**config.mk**
```make
export PLATFORM = sky130hd
export DESIGN_NAME = uart_rx_fifo
export DESIGN_NICKNAME = d
export VERILOG_FILES = /design/src/rtl/uart_rx_fifo.sv
export SDC_FILE = /design/constraint.sdc
export NUM_CORES = 1
export LEC_CHECK = 0
export ABC_AREA = 1
export BUFFER_PORTS_ARGS = -buffer_cell sky130_fd_sc_hd__buf_2
export CAP_MARGIN = 20
export CORE_MARGIN = 3
export CORE_UTILIZATION = 40
export CTS_BUF_LIST = sky130_fd_sc_hd__clkbuf_2 sky130_fd_sc_hd__clkbuf_4 sky130_fd_sc_hd__clkbuf_8
export CTS_CLUSTER_SIZE = 16
export DETAILED_ROUTE_END_ITERATION = 7
export GPL_TIMING_DRIVEN = 0
export PLACE_DENSITY = 0.69
export SLEW_MARGIN = 40
export SYNTH_ARGS = -nofsm -noshare
export SYNTH_HDL_FRONTEND = slang
export SYNTH_SLANG_ARGS = --single-unit
```
**constraint.sdc**
```tcl
create_clock -name clk -period 2.15 [get_ports clk]
set_input_delay 0.215 -clock clk [delete_from_list [all_inputs] [get_ports clk]]
set_output_delay 0.215 -clock clk [all_outputs]
set_load 0.05 [all_outputs]
```
**src/rtl/uart_rx_fifo.sv**
```systemverilog
// ---------------------------------------------------------------------------
// uart_rx_fifo
//
// Purpose: 8N1 UART receiver with 16x oversampling feeding a 4-entry receive
// FIFO. It also provides sticky overrun / framing error flags and a
// registered interrupt line.
//
// Parameters:
//   CLK_HZ     clk frequency in Hz
//   BAUD       serial bit rate; DIV = CLK_HZ/(16*BAUD) must be >= 1
//
// Ports:
//   clk        single clock, all state updates on the rising edge
//   reset      synchronous, active-low reset
//   rx         asynchronous serial line, idle high
//   rd_en      pop request for the FIFO head
//   err_clr    clears the sticky error flags
//   irq_en     interrupt enable
//   rx_data    FIFO head byte (meaningful only while rx_valid=1)
//   rx_valid   FIFO non-empty
//   count      FIFO occupancy, 0..4
//   overrun    sticky: a byte was dropped because the FIFO was full
//   frame_err  sticky: a stop bit was sampled low
//   busy       receiver not idle
//   irq        registered irq_en & (count != 0)
// ---------------------------------------------------------------------------
module uart_rx_fifo #(
   parameter int CLK_HZ = 100_000_000,
   parameter int BAUD   = 9600
) (
   input  logic       clk,
   input  logic       reset,
   input  logic       rx,
   input  logic       rd_en,
   input  logic       err_clr,
   input  logic       irq_en,
   output logic [7:0] rx_data,
   output logic       rx_valid,
   output logic [2:0] count,
   output logic       overrun,
   output logic       frame_err,
   output logic       busy,
   output logic       irq
);

   localparam int DIV = CLK_HZ / (16 * BAUD);
   localparam int TW  = (DIV > 1) ? $clog2(DIV) : 1;
   localparam logic [TW-1:0] TICK_LAST = TW'(DIV - 1);

   typedef enum logic [2:0] {
      IDLE,
      START,
      DATA,
      STOP,
      WAITHI
   } state_t;

   state_t      state;
   state_t      next_state;

   logic        sync1;
   logic        sync2;
   logic        line;

   logic [TW-1:0] tick_cnt;
   logic        tick;
   logic [3:0]  os_cnt;
   logic [2:0]  bit_idx;
   logic [7:0]  shift;

   logic        start_frame;
   logic        sample_bit;
   logic        push;
   logic        frame_set;

   logic [7:0]  mem [4];
   logic [1:0]  wr_ptr;
   logic [1:0]  rd_ptr;
   logic        pop;
   logic        do_push;
   logic        overrun_set;
   logic [2:0]  count_next;

   // Two-flop synchronizer; both flops come out of reset high so an idle
   // line never looks like a start bit right after reset.
   always_ff @(posedge clk) begin
      if (!reset) begin
         sync1 <= 1'b1;
         sync2 <= 1'b1;
      end else begin
         sync1 <= rx;
         sync2 <= sync1;
      end
   end

   assign line = sync2;

   // Oversampling tick generator. It is restarted when a start bit is first
   // seen so the tick phase is locked to the falling edge of each frame.
   always_ff @(posedge clk) begin
      if (!reset) begin
         tick_cnt <= '0;
      end else if (start_frame || tick) begin
         tick_cnt <= '0;
      end else begin
         tick_cnt <= tick_cnt + 1'b1;
      end
   end

   assign tick = (tick_cnt == TICK_LAST);

   // Receiver state register.
   always_ff @(posedge clk) begin
      if (!reset) begin
         state <= IDLE;
      end else begin
         state <= next_state;
      end
   end

   // Next-state logic. Sampling points are expressed in ticks since entering
   // the current state: the 8th tick lands mid start bit, and every 16th tick
   // after that lands mid data/stop bit.
   always_comb begin
      next_state  = state;
      start_frame = 1'b0;
      sample_bit  = 1'b0;
      push        = 1'b0;
      frame_set   = 1'b0;
      case (state)
         IDLE: begin
            if (!line) begin
               next_state  = START;
               start_frame = 1'b1;
            end
         end
         START: begin
            if (tick && os_cnt == 4'd7) begin
               next_state = line ? IDLE : DATA;
            end
         end
         DATA: begin
            if (tick && os_cnt == 4'd15) begin
               sample_bit = 1'b1;
               if (bit_idx == 3'd7) begin
                  next_state = STOP;
               end
            end
         end
         STOP: begin
            if (tick && os_cnt == 4'd15) begin
               if (line) begin
                  push       = 1'b1;
                  next_state = IDLE;
               end else begin
                  frame_set  = 1'b1;
                  next_state = WAITHI;
               end
            end
         end
         WAITHI: begin
            if (line) begin
               next_state = IDLE;
            end
         end
         default: begin
            next_state = IDLE;
         end
      endcase
   end

   // Per-state tick and bit counters; both restart on every state change.
   // In DATA the 4-bit tick count wraps 15->0 right at each sample point.
   always_ff @(posedge clk) begin
      if (!reset) begin
         os_cnt  <= '0;
         bit_idx <= '0;
      end else if (state != next_state) begin
         os_cnt  <= '0;
         bit_idx <= '0;
      end else begin
         if (tick) begin
            os_cnt <= os_cnt + 1'b1;
         end
         if (sample_bit) begin
            bit_idx <= bit_idx + 1'b1;
         end
      end
   end

   // Data bits arrive LSB first and are written straight into their slot.
   always_ff @(posedge clk) begin
      if (!reset) begin
         shift <= '0;
      end else if (sample_bit) begin
         shift[bit_idx] <= line;
      end
   end

   // A full FIFO still accepts a byte when the head is popped in the same
   // cycle: the popped slot is exactly the one the write pointer targets.
   assign pop         = rd_en && (count != 3'd0);
   assign do_push     = push && ((count != 3'd4) || pop);
   assign overrun_set = push && (count == 3'd4) && !pop;

   always_comb begin
      count_next = count;
      case ({do_push, pop})
         2'b10:   count_next = count + 3'd1;
         2'b01:   count_next = count - 3'd1;
         default: count_next = count;
      endcase
   end

   // FIFO storage and pointers. Storage is cleared on reset so the head
   // reads as zero after reset.
   always_ff @(posedge clk) begin
      if (!reset) begin
         wr_ptr <= '0;
         rd_ptr <= '0;
         count  <= '0;
         for (int i = 0; i < 4; i++) begin
            mem[i] <= '0;
         end
      end else begin
         if (do_push) begin
            mem[wr_ptr] <= shift;
            wr_ptr      <= wr_ptr + 1'b1;
         end
         if (pop) begin
            rd_ptr <= rd_ptr + 1'b1;
         end
         count <= count_next;
      end
   end

   // Sticky error flags; a new error in the clearing cycle takes priority.
   always_ff @(posedge clk) begin
      if (!reset) begin
         overrun   <= 1'b0;
         frame_err <= 1'b0;
      end else begin
         if (overrun_set) begin
            overrun <= 1'b1;
         end else if (err_clr) begin
            overrun <= 1'b0;
         end
         if (frame_set) begin
            frame_err <= 1'b1;
         end else if (err_clr) begin
            frame_err <= 1'b0;
         end
      end
   end

   // Interrupt is registered from the current occupancy, so it trails
   // rx_valid by one cycle in both directions.
   always_ff @(posedge clk) begin
      if (!reset) begin
         irq <= 1'b0;
      end else begin
         irq <= irq_en && (count != 3'd0);
      end
   end

   assign rx_data  = mem[rd_ptr];
   assign rx_valid = (count != 3'd0);
   assign busy     = (state != IDLE);

endmodule
```
==> impl_results.html <==
<table>
<tr><th>Metric</th><th>Value</th></tr>
<tr><th colspan="2">Setup path</th></tr>
<tr><td>Biggest cell delay along the critical path</td><td>0.35 ns</td></tr>
<tr><td>Crit Path Max Fanout</td><td>8</td></tr>
<tr><td>Critical path cell sequence</td><td>inv_2 -&gt; ha_4 -&gt; inv_1 -&gt; nor2_1 -&gt; nand3_1 -&gt; nor2_4 -&gt; nand4_4 -&gt; nor2_4 -&gt; nand2_4 -&gt; nor2_8 -&gt; nand2_8 -&gt; nand2_8</td></tr>
<tr><td>Slowest cell on crit path</td><td>sky130_fd_sc_hd__dfxtp_4</td></tr>
<tr><td>Kind of start point of the critical path</td><td>flop</td></tr>
<tr><td>Critical path origin</td><td>tick_cnt[0]$_SDFF_PP0_</td></tr>
<tr><td>Data arrival time at the worst-slack endpoint</td><td>2.06 ns</td></tr>
<tr><td>Reg2reg start</td><td>tick_cnt[0]$_SDFF_PP0_</td></tr>
<tr><td>Class of the most critical setup path</td><td>flop to flop</td></tr>
<tr><td>Worst EP required</td><td>~2.2 ns</td></tr>
<tr><td>Kind of end point of the critical path</td><td>flop</td></tr>
<tr><th colspan="2">Flow run</th></tr>
<tr><td>Max Cap Viol</td><td>0</td></tr>
<tr><th colspan="2">Synthesis</th></tr>
<tr><td>Sequential area share after synthesis</td><td>0.5389</td></tr>
<tr><td>Synth unique cells</td><td>32</td></tr>
<tr><td>FF+latch count, synth</td><td>74</td></tr>
<tr><td>Netlist Area Pre-Place</td><td>roughly 3300 µm²</td></tr>
<tr><td>Net Count, Synth</td><td>slightly above 400</td></tr>
<tr><td>Synth Area per Inst</td><td>8.550 µm²</td></tr>
<tr><td>Warning count from the yosys run</td><td>0</td></tr>
<tr><td>Gate Count Post-Synth</td><td>391</td></tr>
<tr><th colspan="2">Die</th></tr>
<tr><td>Die outline height</td><td>97.42 µm</td></tr>
<tr><td>Area of the core</td><td>about 7900 µm²</td></tr>
<tr><td>Horiz. Die Dim</td><td>97.42 µm</td></tr>
<tr><td>Initial Util</td><td>0.4217</td></tr>
<tr><td>Die area</td><td>9491 µm²</td></tr>
<tr><td>I/O Pins</td><td>22</td></tr>
<tr><td>Num rows</td><td>32</td></tr>
<tr><th colspan="2">Timing</th></tr>
<tr><td>Period utilisation layout</td><td>0.9391</td></tr>
<tr><td>Slew at the pin closest to its max-slew limit</td><td>0.8484 ns</td></tr>
<tr><td>Setup-violating endpoint count in the final report</td><td>0</td></tr>
<tr><td>Shortest period the worst path allows</td><td>2.019 ns</td></tr>
<tr><td>Slew headroom</td><td>0.4344</td></tr>
<tr><td>Hold Violations, Final</td><td>0</td></tr>
<tr><td>Slew Viols, Final</td><td>0</td></tr>
<tr><td>F_max</td><td>between 0.4 and 0.5 GHz</td></tr>
<tr><td>Worst-case clock skew</td><td>0.01167 ns</td></tr>
<tr><th colspan="2">Clocking</th></tr>
<tr><td>Clock tree root buffer cell</td><td>sky130_fd_sc_hd__clkbuf_8</td></tr>
<tr><td>Total clock sinks</td><td>74</td></tr>
<tr><td>CTS tree</td><td>yes</td></tr>
<tr><td>Clock network latency to the later pin of the worst-skew pair</td><td>0.34 ns</td></tr>
<tr><td>Post-CTS clock slew at the launch and capture registers of the worst setup and hold paths</td><td>0.08 ns</td></tr>
<tr><td>H-Tree Depth</td><td>3</td></tr>
<tr><td>Num CTS Buffers</td><td>9</td></tr>
<tr><td>Cts hold-fix bufs</td><td>0</td></tr>
<tr><td>Max Root-Sink Buffers</td><td>2</td></tr>
<tr><th colspan="2">Worst hold path</th></tr>
<tr><td>Hold_sp</td><td>rx</td></tr>
<tr><td>Type of the worst min-delay path</td><td>primary input to flop</td></tr>
<tr><th colspan="2">Cells and area</th></tr>
<tr><td>Antenna diode count</td><td>0</td></tr>
<tr><td>Synthesis-to-layout area growth</td><td>19.20%</td></tr>
<tr><td>Register area</td><td>1810 µm²</td></tr>
<tr><td>Final #Nets</td><td>445</td></tr>
<tr><td>Multi-input logic area</td><td>between 1000 and 1500 µm²</td></tr>
<tr><td>Non-Filler Cell Area, Final</td><td>3985 µm²</td></tr>
<tr><td>Fraction of layout instances using a drive strength above 1</td><td>0.1895</td></tr>
<tr><td>Commonest cells after routing, fill and taps aside</td><td>sky130_fd_sc_hd__nor2_1 (88), sky130_fd_sc_hd__inv_1 (50), sky130_fd_sc_hd__nand2_1 (38)</td></tr>
<tr><td>Count of fill cells added during filler insertion</td><td>755</td></tr>
<tr><td>Core utilization of the finished layout</td><td>0.5027</td></tr>
<tr><td>Most frequent standard cell in the layout excluding fill and tap cells</td><td>sky130_fd_sc_hd__nor2_1</td></tr>
<tr><th colspan="2">Pwr</th></tr>
<tr><td>Part of the total power dissipated in the clock network</td><td>0.399</td></tr>
<tr><td>Part of the power in combinational logic</td><td>0.048</td></tr>
<tr><td>Sw Share</td><td>0.2368</td></tr>
<tr><td>Static leakage</td><td>1.503 nW</td></tr>
<tr><td>Psw</td><td>between 0.0006 and 0.0007 W</td></tr>
<tr><td>Power per unit of standard cell area</td><td>about 700 nW/µm²</td></tr>
<tr><td>Peak VDD IR</td><td>0.0004765 V</td></tr>
<tr><td>Cell Int Power</td><td>0.002086 W</td></tr>
<tr><td>Sequential group share of total power</td><td>0.552</td></tr>
<tr><th colspan="2">Global routing</th></tr>
<tr><td>Global-route wire length before repair</td><td>about 12000 µm</td></tr>
<tr><td>GRT overflow</td><td>0</td></tr>
<tr><td>Via count of the first global-routing pass</td><td>2631</td></tr>
<tr><td>Pin count of the biggest net entering global routing</td><td>17</td></tr>
<tr><td>Overall track demand over capacity in global routing</td><td>0.1511</td></tr>
<tr><td>Antenna violations before repair</td><td>0</td></tr>
<tr><th colspan="2">Route</th></tr>
<tr><td>Remaining antenna violation count</td><td>0</td></tr>
<tr><td>First-pass iteration count of the detailed router</td><td>4</td></tr>
<tr><td>Residual DRC count</td><td>0</td></tr>
<tr><td>Via count</td><td>roughly 2.7k</td></tr>
<tr><td>DRT iter0 DRCs</td><td>roughly 120</td></tr>
<tr><td>Average routed wire per standard cell</td><td>roughly 13 µm</td></tr>
<tr><td>Total Wirelength</td><td>6920 µm</td></tr>
<tr><td>Detail-routed via count per cell</td><td>4.983</td></tr>
<tr><th colspan="2">Placed design</th></tr>
<tr><td>Port Buf Inserts</td><td>21</td></tr>
<tr><td>Final GP Congestion</td><td>roughly 0.9</td></tr>
<tr><td>Placement-stage cell area</td><td>roughly 3600 µm²</td></tr>
<tr><td>Post-detail-place hpwl</td><td>4643 µm</td></tr>
<tr><th colspan="2">Outcome</th></tr>
<tr><td>Run status</td><td>complete, no violations</td></tr>
</table>
-- synthesized netlist by cell type (all sizes together) --
cell	instances	area share
ha	5	0.019
o21ai	32	0.048
a21oi	21	0.031
or2	3	0.0056
o22ai	9	0.017
o21bai	1	0.0022
o211ai	1	0.0022
nand3	16	0.025
nor2	95	0.12
nor3	5	0.011
inv	57	0.064
fa	1	0.0060
nor4	1	0.0019
xnor2	3	0.0079
a21boi	1	0.0022
nor3b	3	0.0067
nand2	46	0.058
clkbuf	4	0.0045
edfxtp	32	0.29
a31oi	1	0.0019
xor2	1	0.0026
dfxtp	42	0.25
nand4	11	0.026
-- state kept, by name, indices dropped and copies added (netlist names), named ones only --
| register | flops |
|---|---|
| frame_err | 1 |
| wr_ptr | 2 |
| irq | 1 |
| overrun | 1 |
| mem | 32 |
| sync1 | 1 |
| count | 3 |
| state | 3 |
| bit_idx | 3 |
| line | 1 |
| tick_cnt | 10 |
| os_cnt | 4 |
| shift | 8 |
| rd_ptr | 2 |
-- cells by family after synthesis --
| kind of cell | Yosys count | share of synthesized area |
|---|---|---|
| buf+inv | 61 | 0.06849 |
| simple gates | 180 | 0.2526 |
| fa+ha+maj | 6 | 0.02470 |
| flops | 74 | 0.5389 |
| xor+xnor | 4 | 0.01048 |
| compound gates | 66 | 0.1048 |
-- critical path, delay by kind of cell (launching register included) --
| kind | cells | cell delay (ns) |
|---|---|---|
| fa+ha+maj | 1 | 0.13 |
| simple gates | 9 | 1.14 |
| flops | 1 | 0.35 |
| buf+inv | 2 | 0.10 |
-- timing repair --
item	4_1_cts	5_1_grt
pin swaps	5	6
endpoints found under the setup margin	34	52
buffers inserted	4	7
resized for setup	17	10
-- final timing paths --
path / slack [ns] / to / cells after the start
hold / removal: 0.05 / sync1$_SDFF_PN1_ / 2
setup reg to reg: 0.13 / mem[2][7]$_SDFFCE_PN0P_ / 12
setup / recovery: 0.13 / mem[2][7]$_SDFFCE_PN0P_ / 12
hold reg to reg: 0.42 / line$_SDFF_PN1_ / 1
-- area by class of cell --
type,instances,area share
Buffer,3,0.003140
Sequential cell,74,0.4543
Clock inverter,6,0.01633
Inverter,57,0.05369
Clock buffer,10,0.03297
Tap cell,102,0.03203
Multi-Input combinational cell,256,0.3564
Timing Repair Buffer,32,0.05118
-- metal layers --
| layer | wire length [µm] | vias to the layer above | GRT usage |
|---|---|---|---|
| met2 | 3475 | 49 | 0.2536 |
| li1 | - | 1371 | - |
| met1 | 3022 | 1260 | 0.1791 |
| met5 | 0 | - | 0 |
| met3 | 297 | 11 | 0.04594 |
| met4 | 124 | 0 | 0.06390 |
-- power by group through the flow --
stage | logic, W | clock network [W] | registers [W]
after CTS | 0.000127 | 0.00111 | 0.00151
after global placement | 0.000117 | 0 | 0.00154
after global routing | 0.000144 | 0.00117 | 0.00151
final | 0.000132 | 0.00109 | 0.00151
after detailed placement | 0.000119 | 0 | 0.00154
after floorplan | 0.0000860 | 0 | 0.00154
-- metrics by stage --
| stage | std cells | total power [W] | hold WS (ns) | worst slack, ns | TNS (ns) |
|---|---|---|---|---|---|
| floorplan | 391 | 0.001624 | 0.3216 | 0.08038 | 0 |
| global placement | 514 | 0.001658 | 0.3934 | -0.3092 | -6.810 |
| detailed placement | 514 | 0.001662 | 0.3997 | -0.3466 | -7.884 |
| CTS | 533 | 0.002744 | 0.04398 | -0.002374 | -0.004539 |
| global route | 540 | 0.002823 | 0.04294 | -0.01487 | -0.09666 |
| finish | 540 | 0.002733 | 0.05408 | 0.1310 | 0 |
Note: power is estimated with default switching activity, not from simulation.
